<file path="src/rtl/microondas_pkg.sv">
// Shared definitions for the microwave controller: key codes, time-entry
// state encoding and the seconds-tens limit used to validate an entry.
package microondas_pkg;

  localparam logic [3:0] KEY_CLEAR    = 4'hA;
  localparam logic [3:0] KEY_START    = 4'hB;
  localparam logic [3:0] MAX_SEC_TENS = 4'd5;

  typedef enum logic [1:0] {
    ST_IDLE  = 2'd0,
    ST_ENTRY = 2'd1,
    ST_LOAD  = 2'd2,
    ST_RUN   = 2'd3
  } state_e;

  function automatic logic is_digit(input logic [3:0] code);
    return (code <= 4'd9);
  endfunction

endpackage

</file>
<file path="src/rtl/key_debounce.sv">
// Keypad level debouncer: 2-flop synchronizer, run-length counter and a
// registered one-shot that fires once per accepted press.
module key_debounce #(
  parameter int DEBOUNCE_CYCLES = 4
) (
  input  logic clk,
  input  logic clear_n,
  input  logic level_in,
  output logic evt_out
);

  localparam logic [7:0] CNT_TARGET = 8'(DEBOUNCE_CYCLES);

  logic       sync1_q;
  logic       sync2_q;
  logic       stable_q;
  logic       stable_d;
  logic       evt_q;
  logic       evt_d;
  logic [7:0] cnt_q;
  logic [7:0] cnt_d;

  // Count samples that disagree with the accepted level; any agreement restarts the run.
  always_comb begin
    stable_d = stable_q;
    cnt_d    = 8'd0;
    evt_d    = 1'b0;
    if (sync2_q != stable_q) begin
      if ((cnt_q + 8'd1) == CNT_TARGET) begin
        stable_d = sync2_q;
        evt_d    = sync2_q;
        cnt_d    = 8'd0;
      end else begin
        cnt_d    = cnt_q + 8'd1;
      end
    end else begin
      cnt_d = 8'd0;
    end
  end

  // Synchronizer, counter and one-shot registers.
  always_ff @(posedge clk or negedge clear_n) begin
    if (!clear_n) begin
      sync1_q  <= 1'b0;
      sync2_q  <= 1'b0;
      stable_q <= 1'b0;
      cnt_q    <= 8'd0;
      evt_q    <= 1'b0;
    end else begin
      sync1_q  <= level_in;
      sync2_q  <= sync1_q;
      stable_q <= stable_d;
      cnt_q    <= cnt_d;
      evt_q    <= evt_d;
    end
  end

  assign evt_out = evt_q;

endmodule

</file>
<file path="src/rtl/time_entry.sv">
// Keypad time entry: shifts typed digits into an M:ST:SO BCD register and,
// on a valid START, pulses the countdown timer's active-low load strobe.
module time_entry
  import microondas_pkg::*;
#(
  parameter int DEBOUNCE_CYCLES = 4
) (
  input  logic       clk,
  input  logic       clear_n,
  input  logic       key_pressed,
  input  logic [3:0] key_code,
  input  logic       timer_busy,
  output logic [3:0] min_out,
  output logic [3:0] sec_tens_out,
  output logic [3:0] sec_ones_out,
  output logic       load_n,
  output logic [1:0] digit_count,
  output logic       entry_error
);

  logic       key_evt;
  state_e     state_q;
  state_e     state_d;
  logic [3:0] code_q;
  logic [3:0] code_d;
  logic [3:0] min_q;
  logic [3:0] min_d;
  logic [3:0] tens_q;
  logic [3:0] tens_d;
  logic [3:0] ones_q;
  logic [3:0] ones_d;
  logic [1:0] count_q;
  logic [1:0] count_d;
  logic       load_n_q;
  logic       load_n_d;
  logic       err_q;
  logic       err_d;

  key_debounce #(
    .DEBOUNCE_CYCLES(DEBOUNCE_CYCLES)
  ) u_debounce (
    .clk     (clk),
    .clear_n (clear_n),
    .level_in(key_pressed),
    .evt_out (key_evt)
  );

  // The code is only meaningful while a key is down, so keep the last one seen then.
  always_comb begin
    if (key_pressed) begin
      code_d = key_code;
    end else begin
      code_d = code_q;
    end
  end

  // Next-state, digit register and strobe logic.
  always_comb begin
    state_d = state_q;
    min_d   = min_q;
    tens_d  = tens_q;
    ones_d  = ones_q;
    count_d = count_q;
    if (key_evt) begin
      err_d = 1'b0;
    end else begin
      err_d = err_q;
    end

    case (state_q)
      ST_IDLE: begin
        if (key_evt && is_digit(code_q)) begin
          min_d   = tens_q;
          tens_d  = ones_q;
          ones_d  = code_q;
          count_d = 2'd1;
          state_d = ST_ENTRY;
        end else begin
          state_d = ST_IDLE;
        end
      end
      ST_ENTRY: begin
        if (!key_evt) begin
          state_d = ST_ENTRY;
        end else if (is_digit(code_q)) begin
          if (count_q != 2'd3) begin
            min_d   = tens_q;
            tens_d  = ones_q;
            ones_d  = code_q;
            count_d = count_q + 2'd1;
          end else begin
            count_d = count_q;
          end
        end else if (code_q == KEY_CLEAR) begin
          min_d   = 4'd0;
          tens_d  = 4'd0;
          ones_d  = 4'd0;
          count_d = 2'd0;
          state_d = ST_IDLE;
        end else if (code_q == KEY_START) begin
          if (tens_q <= MAX_SEC_TENS) begin
            state_d = ST_LOAD;
          end else begin
            err_d = 1'b1;
          end
        end else begin
          state_d = ST_ENTRY;
        end
      end
      ST_LOAD: begin
        state_d = ST_RUN;
      end
      ST_RUN: begin
        // The timer keeps running after CLEAR; only busy dropping ends the run.
        if (!timer_busy) begin
          min_d   = 4'd0;
          tens_d  = 4'd0;
          ones_d  = 4'd0;
          count_d = 2'd0;
          state_d = ST_IDLE;
        end else if (key_evt && (code_q == KEY_CLEAR)) begin
          min_d   = 4'd0;
          tens_d  = 4'd0;
          ones_d  = 4'd0;
          count_d = 2'd0;
        end else begin
          state_d = ST_RUN;
        end
      end
      default: begin
        state_d = ST_IDLE;
      end
    endcase

    if (state_d == ST_LOAD) begin
      load_n_d = 1'b0;
    end else begin
      load_n_d = 1'b1;
    end
  end

  // State, digit register, strobe and error flag.
  always_ff @(posedge clk or negedge clear_n) begin
    if (!clear_n) begin
      state_q  <= ST_IDLE;
      code_q   <= 4'd0;
      min_q    <= 4'd0;
      tens_q   <= 4'd0;
      ones_q   <= 4'd0;
      count_q  <= 2'd0;
      load_n_q <= 1'b1;
      err_q    <= 1'b0;
    end else begin
      state_q  <= state_d;
      code_q   <= code_d;
      min_q    <= min_d;
      tens_q   <= tens_d;
      ones_q   <= ones_d;
      count_q  <= count_d;
      load_n_q <= load_n_d;
      err_q    <= err_d;
    end
  end

  assign min_out      = min_q;
  assign sec_tens_out = tens_q;
  assign sec_ones_out = ones_q;
  assign digit_count  = count_q;
  assign load_n       = load_n_q;
  assign entry_error  = err_q;

endmodule

</file>
<file path="config.mk">
export PLATFORM = sky130hd
export DESIGN_NAME = time_entry
export DESIGN_NICKNAME = d
export VERILOG_FILES = /design/src/rtl/microondas_pkg.sv /design/src/rtl/key_debounce.sv /design/src/rtl/time_entry.sv
export SDC_FILE = /design/constraint.sdc
export NUM_CORES = 1
export LEC_CHECK = 0
export CAP_MARGIN = 20
export CORE_AREA = 3 3 71 73
export CTS_BUF_LIST = sky130_fd_sc_hd__clkbuf_4 sky130_fd_sc_hd__clkbuf_8
export DETAILED_ROUTE_END_ITERATION = 6
export DIE_AREA = 0 0 74 76
export RECOVER_POWER = 50
export SKIP_CTS_REPAIR_TIMING = 1
export SKIP_LAST_GASP = 1
export SLEW_MARGIN = 15
export SYNTH_ARGS = -nofsm -noshare
export SYNTH_HDL_FRONTEND = slang
export SYNTH_SLANG_ARGS = --single-unit
</file>
<file path="constraint.sdc">
create_clock -name clk -period 4.17 [get_ports clk]
set_input_delay 0.834 -clock clk [delete_from_list [all_inputs] [get_ports clk]]
set_output_delay 0.834 -clock clk [all_outputs]
set_load 0.1 [all_outputs]
</file>
==> flow_summary.json, run 1 <==
{
  "pre_cts_ws_ns": 1.48,
  "finalSetupTns_ns": 0,
  "grt_pass1_wl_um": 6600,
  "clock_latency_ns": 0.28,
  "finClkSkew_ns": 0.00876,
  "drt_wl_total_um": 3610,
  "wire_per_inst_um": 14.3,
  "pin_count": 24,
  "outcome": "finished, violations left",
  "n_antenna_cell": 0,
  "clockBufferDepth": 2,
  "p_seq_frac": 0.294,
  "drv_slew": 35,
  "viasPerCell": 5.33,
  "path_delay_family": "buffers and inverters",
  "async_flop_share": 1.00,
  "grt_max_degree": 35,
  "clkPwrFrac": 0.147,
  "combPwrFrac": 0.559,
  "io_buffers": 23,
  "r2r_setup_slack_ns": 1.76,
  "drt-initial-drc-count": 145,
  "grt_usage": 0.146,
  "r2r_end": "sec_ones_out[1]",
  "layout.cells.non_filler": 252,
  "grt_pass1_vias": 1400,
  "p_sw_frac": 0.513,
  "setup_viol": 0,
  "whs_ns": 0.358,
  "post-route-drc-count": 0,
  "power_density_nw_per_um2": 811,
  "min_from": "u_debounce.sync1_q",
  "end_kind": "primary output",
  "hold_class": "flip-flop to flip-flop",
  "nNetsFinal": 215,
  "max_stage_delay_ns": 1.12,
  "slew_headroom": -0.206,
  "antenna_found_initial": 0,
  "ys_ff_latch": 34,
  "highest_layer": "met4",
  "drive_gt1_frac": 0.105,
  "firstDrtPassIters": 4,
  "synth-edff-count": 0,
  "mostFrequentLayoutCell": "dfrtp_1",
  "syn-mean-instance-area_um2": 10.1,
  "synthFlopType": "dfrtp_1",
  "via_count": 1342,
  "cts.sinks": 34,
  "tightest_slew_ns": 1.81,
  "start_kind": "flip-flop",
  "wl_met3_um": 147,
  "min_to": "u_debounce.sync2_q",
  "cts_tree": "yes",
  "synthesis.nets": 194,
  "ant_nets": 0,
  "crit_required_ns": 3.34,
  "dp.cells": 244,
  "fp.coreArea_um2": 4410,
  "path_class": "flip-flop to primary output",
  "ff2ff_path_depth": 6,
  "syn_to_final_growth_pct": 19.3,
  "slowest_stage": "clkdlybuf4s50_1",
  "hold_viol": 0,
  "place_congestion": 0.863,
  "dieWidth_um": 74,
  "worstPathCellList": "clkdlybuf4s50_1",
  "irDropWorstVdd_uv": 304,
  "die_area_um2": 5620,
  "synth-seq-area-share": 0.475,
  "yosys_warnings": 0,
  "violations": "capacitance limit, slew limit",
  "critPathBufInv": 1,
  "critPathArrivalTime_ns": 1.91,
  "timing.fmax_mhz": 365,
  "rsz0062_at_grt": "no",
  "p_leak_nw": 0.940,
  "synth_area_um2": 1790,
  "routedLengthMet1_um": 1650,
  "final_cell_mix": "dfrtp_1, clkdlybuf4s50_1, nand3_1, inv_1",
  "wl_met2_um": 1740,
  "synth_cell_types": 41,
  "h-tree-depth": 2,
  "intPower_w": 0.000845,
  "cts-root-buf": "clkbuf_8",
  "dieHeight_um": 76,
  "clk_pin_slew_ns": 0.06,
  "final.setup.worst_slack_ns": 1.43,
  "fin_crit_sh": 0.658,
  "netlist_instances": 178,
  "grt_overflow": 0,
  "finalCriticalPeriod_ns": 2.74,
  "reg2reg_from": "state_q[1]",
  "initial_core_util": 0.406,
  "crit_fanout": 1,
  "numCtsBuffers": 5,
  "whs_path_depth": 0,
  "power.switching_w": 0.000890,
  "final_util": 0.485,
  "rows": 24,
  "maxCapViolCount": 1,
  "hpwlAfterDp_um": 2610
}
## registers in the layout (all words and copies together) (netlist names), named ones only
name	count
u_debounce.cnt_q	8
code_q	4
min_out	4
sec_ones_out	4
sec_tens_out	4
digit_count	2
state_q	2
load_n	1
u_debounce.evt_out	1
u_debounce.stable_q	1
u_debounce.sync1_q	1
u_debounce.sync2_q	1
## Yosys cell counts (3+ instances only)
library cell / count / share of area
clkbuf_1: 3 / 0.0063
nand3_1: 14 / 0.039
or3_1: 10 / 0.035
nor2_1: 10 / 0.021
o22ai_1: 10 / 0.035
inv_1: 14 / 0.029
and3_1: 5 / 0.017
nand2_1: 7 / 0.015
buf_2: 4 / 0.011
mux2_2: 8 / 0.050
nor3_1: 5 / 0.014
ha_1: 8 / 0.056
xor2_1: 4 / 0.020
o21ai_0: 3 / 0.0084
xnor2_1: 4 / 0.020
dfrtp_1: 33 / 0.46
a21oi_1: 4 / 0.011
## routing by layer
layer	up-vias	global-route usage
li1	667	-
met1	636	0.192
met2	30	0.228
met3	9	0.0422
met4	0	0.0489
met5	-	0
## logic make-up after synthesis
kind of cell | after synthesis | share of synthesized area
DFF | 34 | 0.475
and+or+nand+nor | 65 | 0.199
muxes | 8 | 0.0502
AOI/OAI and AO/OA | 31 | 0.124
xor gates and xnor gates | 8 | 0.0391
buffers and inverters | 24 | 0.0572
adders and majority gates | 8 | 0.0558
## worst reg2reg max path, cell delays in order (launching register included)
cell      delay [ns]
dfrtp_1         0.41
inv_1           0.11
ha_1            0.31
nand2_1         0.16
a221o_1         0.33
a211oi_4        0.58
mux2_2          0.40
## layout make-up
type / instances / area, um^2
Clock buffer: 8 / 97.6
Fill cell: 422 / 2270
Inverter: 14 / 52.6
Multi-Input combinational cell: 120 / 838
Sequential cell: 34 / 852
Tap cell: 52 / 65.1
Timing Repair Buffer: 24 / 234
## power by group through the flow
stage	combinational [W]	clock [W]	sequential, W
after floorplan	0.000326	0	0.000948
after global placement	0.000963	0	0.000508
after detailed placement	0.000973	0	0.000514
after CTS	0.000979	0.000265	0.000509
after global routing	0.00103	0.000284	0.000522
final	0.000970	0.000256	0.000510
## worst max path at each step
| stage | start | to | slack, ns | depth (start not counted) |
|---|---|---|---|---|
| after detailed placement | timer_busy | sec_ones_out[1] | 1.48 | 5 |
| after floorplan | digit_count[0] | digit_count[1] | 1.89 | 4 |
| after global placement | timer_busy | digit_count[1] | 1.58 | 5 |
| after global routing | clear_n | code_q[3] | 1.11 | 2 |
| after CTS | load_n | load_n | 1.41 | 1 |
| final | load_n | load_n | 1.43 | 1 |
## per-stage QoR
stage / instance area (um^2) / total power (W)
after floorplan: 1790 / 0.00127
after global placement: 2050 / 0.00147
after detailed placement: 2050 / 0.00149
after CTS: 2140 / 0.00175
after global routing: 2140 / 0.00184
final: 2140 / 0.00174
Note: power is estimated with default switching activity, not from simulation.
==> inputs of run 2 (changes only) <==
- clock period: 4.17 -> 2.7 ns (I/O delays scaled with it)
==> run 2 against run 1 <==
Net effect: sequential cell count did not move; register-to-register slack worse by 1.3 ns; routed wire length rose by 0.25%; the run now ends clean; non-clock buffer count rose by 2; critical path depth up 5; clock skew fell by 0.0011 ns; sequential power is 53% higher; die area stayed put; final cell count is 0.79% higher.
==> flow_summary.json, run 2 (same netlist as run 1, synthesis figures left out) <==
{
  "viasPerCell": 5.42,
  "clk_pin_slew_ns": 0.07,
  "firstDrtPassIters": 5,
  "finalSetupTns_ns": 0,
  "io_buffers": 23,
  "end_kind": "flip-flop",
  "multi_input_area_um2": 838,
  "n_antenna_cell": 0,
  "drt_wl_total_um": 3620,
  "p_leak_nw": 0.973,
  "finClkSkew_ns": 0.00770,
  "pin_count": 24,
  "irDropWorstVdd_uv": 428,
  "cts.sinks": 34,
  "place_congestion": 0.900,
  "mostFrequentLayoutCell": "dfrtp_1",
  "post-route-drc-count": 0,
  "rows": 24,
  "power_density_nw_per_um2": 1250,
  "nFillCells": 406,
  "maxCapViolCount": 0,
  "slowest_stage": "dfrtp_1",
  "antenna_found_initial": 0,
  "seqCellArea_um2": 852,
  "initial_core_util": 0.406,
  "grt_usage": 0.145,
  "r2r_end": "sec_ones_out[1]",
  "crit_required_ns": 2.87,
  "crit_end": "sec_ones_out[1]",
  "ff2ff_path_depth": 6,
  "numCtsBuffers": 5,
  "fin_crit_sh": 0.831,
  "layout.cells.non_filler": 254,
  "r2r_setup_slack_ns": 0.46,
  "finalCriticalPeriod_ns": 2.24,
  "timing.fmax_mhz": 446,
  "drv_slew": 0,
  "grt_pass1_wl_um": 6540,
  "largest_register": "u_debounce.cnt_q",
  "combPwrFrac": 0.557,
  "tightest_slew_ns": 0.829,
  "via_count": 1376,
  "final_cell_mix": "dfrtp_1, buf_4, nand3_1, inv_1",
  "fp.coreArea_um2": 4410,
  "die_area_um2": 5620,
  "outcome": "finished, final reports clean",
  "p_sw_frac": 0.522,
  "drt-initial-drc-count": 160,
  "crit_fanout": 9,
  "start_kind": "flip-flop",
  "grt_max_degree": 35,
  "dp.cells": 246,
  "final_util": 0.479,
  "setup_viol": 0,
  "dieWidth_um": 74,
  "grt_pass1_vias": 1402,
  "largest_reg_flops": 8,
  "crit_start": "state_q[1]",
  "grt_overflow": 0,
  "nNetsFinal": 217,
  "rsz0062_at_grt": "no",
  "max_stage_delay_ns": 0.41,
  "h-tree-depth": 2,
  "hold_class": "flip-flop to flip-flop",
  "clock_latency_ns": 0.28,
  "ant_nets": 0,
  "p_seq_frac": 0.295,
  "dieHeight_um": 76,
  "path_class": "flip-flop to flip-flop",
  "wire_per_inst_um": 14.2,
  "clockBufferDepth": 2,
  "reg2reg_from": "state_q[1]",
  "clkPwrFrac": 0.148,
  "syn_to_final_growth_pct": 17.9,
  "drive_gt1_frac": 0.198,
  "hpwlAfterDp_um": 2640,
  "cts-root-buf": "clkbuf_8",
  "cts_tree": "yes",
  "critPathArrivalTime_ns": 2.41,
  "worstPathCellList": "inv_1 > ha_1 > nand2_1 > a221o_1 > a211oi_4 > mux2_2",
  "slew_headroom": 0.447,
  "intPower_w": 0.00127,
  "power.switching_w": 0.00138,
  "hold_viol": 0
}
## run 2: cell types whose count changed in the layout (fill, tap and decap cells not counted)
cell / change
clkinv_2: +1
clkbuf_2: +1
clkbuf_1: -1
clkdlybuf4s50_1: -16
clkbuf_4: -1
buf_4: +18
## run 2: critical path, delay by kind of cell, from the launching register on
kind	cells	cell delay, ns
adder cells (fa/ha/maj)	1	0.34
multiplexers	1	0.37
AND/OR/NAND/NOR	1	0.18
flip-flops	1	0.41
AO/OA/AOI/OAI	2	0.71
buffers and inverters	1	0.11
## run 2: final cells by class
type                            instances  share of cell area
Sequential cell                        34               0.403
Tap cell                               52              0.0308
Multi-Input combinational cell        120               0.397
Timing Repair Buffer                   26              0.0995
Clock buffer                            7              0.0426
Clock inverter                          1             0.00237
Inverter                               14              0.0249
## run 2: per-stage QoR
step | cell area (um^2) | power, W | setup slack (ns) | hold WS (ns)
after floorplan | 1790 | 0.00197 | 0.423 | 0.244
after global placement | 2020 | 0.00225 | 0.497 | 0.334
after detailed placement | 2020 | 0.00227 | 0.484 | 0.341
after CTS | 2120 | 0.00267 | 0.470 | 0.356
after global routing | 2110 | 0.00280 | 0.283 | 0.368
final | 2110 | 0.00265 | 0.455 | 0.351
## run 2: worst min path at each step
stage                                             to  cells after the start          startpoint
after floorplan           asynchronous set/reset pin                      0             clear_n
after global placement            u_debounce.sync2_q                      0  u_debounce.sync1_q
after detailed placement          u_debounce.sync2_q                      0  u_debounce.sync1_q
after CTS                         u_debounce.sync2_q                      0  u_debounce.sync1_q
after global routing              u_debounce.sync2_q                      0  u_debounce.sync1_q
final                             u_debounce.sync2_q                      0  u_debounce.sync1_q
## run 2: power groups by stage
stage               logic, W  clock network (W)  registers, W
detailed placement   0.00148                  0      0.000790
CTS                  0.00149           0.000405      0.000781
global route         0.00157           0.000428      0.000805
floorplan           0.000503                  0       0.00146
finish               0.00148           0.000393      0.000781
global placement     0.00147                  0      0.000783
## run 2: per-layer routing
metal / GRT usage / vias to the layer above / routed length, um
met3: 0.0369 / 12 / 148
met4: 0.0743 / 0 / 121
met1: 0.194 / 657 / 1700
met2: 0.213 / 36 / 1650
li1: - / 671 / -
met5: 0 / - / 0
